### src/rtl/music_sequencer.sv
// music_sequencer: plays (duration, half-period) note words from a 1-cycle-latency ROM; first tone 3 cycles after play.
// Define MUSIC_SEQUENCER_NOTE_GAP_EN for GAP_CYCLES of silence after every note; pause freezes only PLAY/GAP.
module music_sequencer #(
  parameter int ADDR_W          = 10,
  parameter int CYCLES_PER_BEAT = 1250000,
  parameter int GAP_CYCLES      = 125000
) (
  input  logic              clk,
  input  logic              rst_n,
  input  logic              play,
  input  logic              stop,
  input  logic              pause,
  input  logic              loop_en,
  input  logic [ADDR_W-1:0] start_addr,
  output logic [ADDR_W-1:0] rom_addr,
  input  logic [31:0]       rom_data,
  output logic [23:0]       tone_switch_period,
  output logic              output_enable,
  output logic              busy,
  output logic              done
);

  localparam longint TICK_MAX = 64'd255 * longint'(CYCLES_PER_BEAT);
`ifdef MUSIC_SEQUENCER_NOTE_GAP_EN
  localparam longint CNT_MAX = (TICK_MAX > longint'(GAP_CYCLES)) ? TICK_MAX : longint'(GAP_CYCLES);
`else
  localparam longint CNT_MAX = TICK_MAX;
`endif
  localparam int CNT_W = $clog2(CNT_MAX + 1);

  typedef enum logic [2:0] {
    S_IDLE,
    S_FETCH,
    S_WAIT,
    S_PLAY
`ifdef MUSIC_SEQUENCER_NOTE_GAP_EN
    , S_GAP
`endif
  } state_t;

  state_t             state_q, state_d;
  logic [ADDR_W-1:0]  addr_q, addr_d;
  logic [ADDR_W-1:0]  start_q, start_d;
  logic [23:0]        tone_q, tone_d;
  logic [CNT_W-1:0]   cnt_q, cnt_d;
  logic               done_q, done_d;

  always_ff @(posedge clk or negedge rst_n) begin
    if (!rst_n) begin
      state_q <= S_IDLE;
      addr_q  <= '0;
      start_q <= '0;
      tone_q  <= '0;
      cnt_q   <= '0;
      done_q  <= 1'b0;
    end else begin
      state_q <= state_d;
      addr_q  <= addr_d;
      start_q <= start_d;
      tone_q  <= tone_d;
      cnt_q   <= cnt_d;
      done_q  <= done_d;
    end
  end

  always_comb begin
    state_d = state_q;
    addr_d  = addr_q;
    start_d = start_q;
    tone_d  = tone_q;
    cnt_d   = cnt_q;
    done_d  = 1'b0;

    if (stop && (state_q != S_IDLE)) begin
      state_d = S_IDLE;
      tone_d  = '0;
      cnt_d   = '0;
    end else begin
      case (state_q)
        S_IDLE: begin
          if (play && !stop) begin
            addr_d  = start_addr;
            start_d = start_addr;
            state_d = S_FETCH;
          end
        end
        S_FETCH: state_d = S_WAIT;
        S_WAIT: begin
          // rom_data holds the word addressed during FETCH
          if (rom_data[31:24] == 8'd0) begin
            if (loop_en) begin
              addr_d  = start_q;
              state_d = S_FETCH;
            end else begin
              tone_d  = '0;
              done_d  = 1'b1;
              state_d = S_IDLE;
            end
          end else begin
            tone_d  = rom_data[23:0];
            cnt_d   = CNT_W'(rom_data[31:24]) * CNT_W'(CYCLES_PER_BEAT);
            state_d = S_PLAY;
          end
        end
        S_PLAY: begin
          if (!pause) begin
            if (cnt_q == CNT_W'(1)) begin
              addr_d = addr_q + 1'b1;
`ifdef MUSIC_SEQUENCER_NOTE_GAP_EN
              tone_d  = '0;
              cnt_d   = CNT_W'(GAP_CYCLES);
              state_d = S_GAP;
`else
              cnt_d   = '0;
              state_d = S_FETCH;
`endif
            end else begin
              cnt_d = cnt_q - 1'b1;
            end
          end
        end
`ifdef MUSIC_SEQUENCER_NOTE_GAP_EN
        S_GAP: begin
          if (!pause) begin
            if (cnt_q == CNT_W'(1)) begin
              cnt_d   = '0;
              state_d = S_FETCH;
            end else begin
              cnt_d = cnt_q - 1'b1;
            end
          end
        end
`endif
        default: state_d = S_IDLE;
      endcase
    end
  end

  assign rom_addr           = addr_q;
  assign tone_switch_period = tone_q;
  assign busy               = (state_q != S_IDLE);
  assign done               = done_q;
  assign output_enable      = (state_q == S_PLAY) && !pause;

endmodule

### config.mk
export PLATFORM = sky130hd
export DESIGN_NAME = music_sequencer
export DESIGN_NICKNAME = d
export VERILOG_FILES = /design/src/rtl/music_sequencer.sv
export SDC_FILE = /design/constraint.sdc
export NUM_CORES = 1
export LEC_CHECK = 0
export CAP_MARGIN = 10
export CORE_ASPECT_RATIO = 0.6
export CORE_MARGIN = 1.5
export CORE_UTILIZATION = 55
export CTS_BUF_LIST = sky130_fd_sc_hd__clkbuf_4
export DETAILED_ROUTE_END_ITERATION = 6
export PLACE_DENSITY = 0.8
export SLEW_MARGIN = 20
export SYNTH_ARGS = -nofsm -noshare
export SYNTH_HDL_FRONTEND = slang
export SYNTH_SLANG_ARGS = --single-unit
### constraint.sdc
create_clock -name clk -period 2.7 [get_ports clk]
set_input_delay 0.81 -clock clk [delete_from_list [all_inputs] [get_ports clk]]
set_output_delay 0.81 -clock clk [all_outputs]
set_load 0.01 [all_outputs]
==> metrics <==
IO Pins 85; die area between 0.01 and 0.015 mm2; CP Data Required Time around 3000 ps; Hold Crit Class input port to async pin; detailed-route via count 6649; Longest Clk Path Bufs 2; final wirelength between 20000 and 25000 um; total core area 0.0107 mm2; status finished, violations left; top cell type by total area after synthesis dfrtp_1; Layout Cells excl Fill ~1000; fraction of layout cells with a size suffix above 1 slightly below 30%; crit path kind input port to flop; Post-synth EDFFs 0; slew margin rel. roughly 56%; fin crit period 4090 ps; Final Net Count 1043; Via density between 6 and 7; Tot Pwr roughly 0.0096 W; initial antenna violation count 0; Synth top area share 31.0%; Synth Flop Type dfrtp_1; Synth cell types between 60 and 70; 1st-pass router iterations 7; worst-path fanout max 3; register area share after synthesis between 30% and 40%; Leak Pwr roughly 4.1 nW; synth top area cells dfrtp_1 31%, ha_1 17%, fa_1 5.9%; die width roughly 140 um; vias in the first global route ~6300; final setup vio count 22; GRT Residual Overflow 0; warnings from Yosys 0; maxcap violations 0; Die Y 84.8 um; crit path launch type input port; Final Util ~84%; DR WL/cell about 21 um; top-count cell post-synth nand2_1; async set or reset register ratio after synthesis 100%; syn_nets about 840; Clock Pin Slew Worst Setup and Hold Paths 130 ps; first-pass GRT wire length about 32000 um; setup ws final -1390 ps; Peak supply drop roughly 0.77 mV; final hold vios 0; final worst path period share 152%; Peak Freq between 200 and 250 MHz; diodes inserted 0; slew at the pin with the worst max-slew slack between 600 and 700 ps; DRC 13; DRT iter0 DRCs ~860; Syn Std Cell Area roughly 0.0061 mm2; Initial Utilization between 50% and 60%; TritonCTS Sinks between 70 and 80; failing checks design-rule violations, negative setup slack; PD cells 1070 mW/mm2; Max Slew Vio Count 0; hold_buf cts 0; clock skew ~9.5 ps; dpl cells 1004; pin count of the biggest net entering global routing slightly below 50; Routability Congestion between 1 and 1.5; H-Tree Depth 3; syn_area_per_cell around 8.9 um2; FILL cells 585; Worst EP arrival about 4400 ps; CP endpoint kind flop; CTS tree built; Commonest cells post-synth 94 x nand2_1, 82 x ha_1, 76 x dfrtp_1, 45 x nor2_1, 43 x inv_1; GR Util All Layers approximately 35%; DPL Wire Length roughly 15000 um; Post-Syn Instances between 600 and 700; CTS root buffer clkbuf_4; RSZ-0062 raised after global routing true; IO Port Bufs 84; Routed Antenna Nets 0; register bit total from synthesis between 70 and 80; Num CTS Buffers 9; Area growth syn-to-layout 46.4%; Rows 29; latest clock arrival within the worst-skew pair ~440 ps
## cell families (layout without fill, tap and decap cells)
group,after synthesis,after routing,share of synthesized area [%]
simple gates,221,221,17.6
compound gates,186,186,18.9
fa+ha+maj,100,100,22.6
flops,76,76,31.0
buf+inv,69,282,4.57
xor+xnor,26,26,3.71
mux,9,9,1.65
## placed cells by master, fill, tap and decap left out, types with 11 or more instances in the layout
cell,instances
clkdlybuf4s50_1,74
fa_1,14
nand2_1,94
ha_1,58
ha_4,23
buf_4,116
inv_2,12
buf_6,20
nor2_1,45
inv_1,29
o21ai_0,40
o21ai_1,24
a21o_1,11
nor3_1,16
dfrtp_1,74
a21oi_1,32
xor2_1,14
## routing by layer
metal	global-route usage [%]	wire [um]
met5	0	0
met4	9.57	976
met3	7.59	2150
met1	48.1	9150
met2	54.7	10000
## final timing paths
check                           depth (start not counted)  slack (ps)              startpoint                endpoint
worst max-delay path                                   17       -1390            rom_data[28]               cnt_q[25]
worst min-delay path                                    1         330                   rst_n  tone_switch_period[23]
worst max register to register                         10        -130               cnt_q[13]               cnt_q[22]
worst min register to register                          2         500  tone_switch_period[12]  tone_switch_period[12]
max in group asynchronous                               2        1770                   rst_n              state_q[0]
min in group clk                                        2         500  tone_switch_period[12]  tone_switch_period[12]
## per-stage QoR
stage | hold slack (ps) | setup TNS, ps | setup slack (ps) | cell area [um2]
floorplan | 473 | -18360 | -1340 | 6440
global placement | 459 | -55230 | -2060 | 8320
detailed placement | 471 | -60270 | -2180 | 8320
CTS | 337 | -18500 | -1240 | 8690
global route | 350 | -21350 | -1480 | 8980
finish | 331 | -20390 | -1390 | 8980
## registers in the layout, summed over array words and instances, names as in the netlist
| signal | count |
|---|---|
| state_q | 2 |
| done | 1 |
| start_q | 10 |
| tone_switch_period | 24 |
| cnt_q | 29 |
| rom_addr | 10 |
## what timing repair did
action | 4_1_cts | 5_1_grt
endpoints found under the hold margin | 0 | 0
gates resized for setup | 73 | 47
setup endpoints to repair | 64 | 24
pin swaps | 43 | 37
buffers inserted | 16 | 12
## where the power goes
group	internal (W)	switching, W
sequential	0.00166	0.000555
combinational	0.00310	0.00358
clock	0.000277	0.000441
## worst max-delay path: stages
cell	delay, ps
buf_8	100
buf_6	110
ha_4	290
ha_4	200
fa_1	510
inv_2	40
fa_1	510
inv_2	50
ha_4	230
a21o_1	190
a21oi_2	230
o21ai_4	120
a31oi_4	290
o22ai_2	170
a31oi_1	210
xor2_1	280
o21ai_1	90
## final cells by class
type,count,area (um2),area share [%]
Inverter,43,176,1.96
Sequential cell,76,1900,21.2
Clock buffer,9,67.6,0.752
Multi-Input combinational cell,542,4540,50.6
Clock inverter,7,67.6,0.752
Tap cell,139,174,1.94
Timing Repair Buffer,223,2050,22.8
No activity file was read; power rests on OpenSTA's default activity.
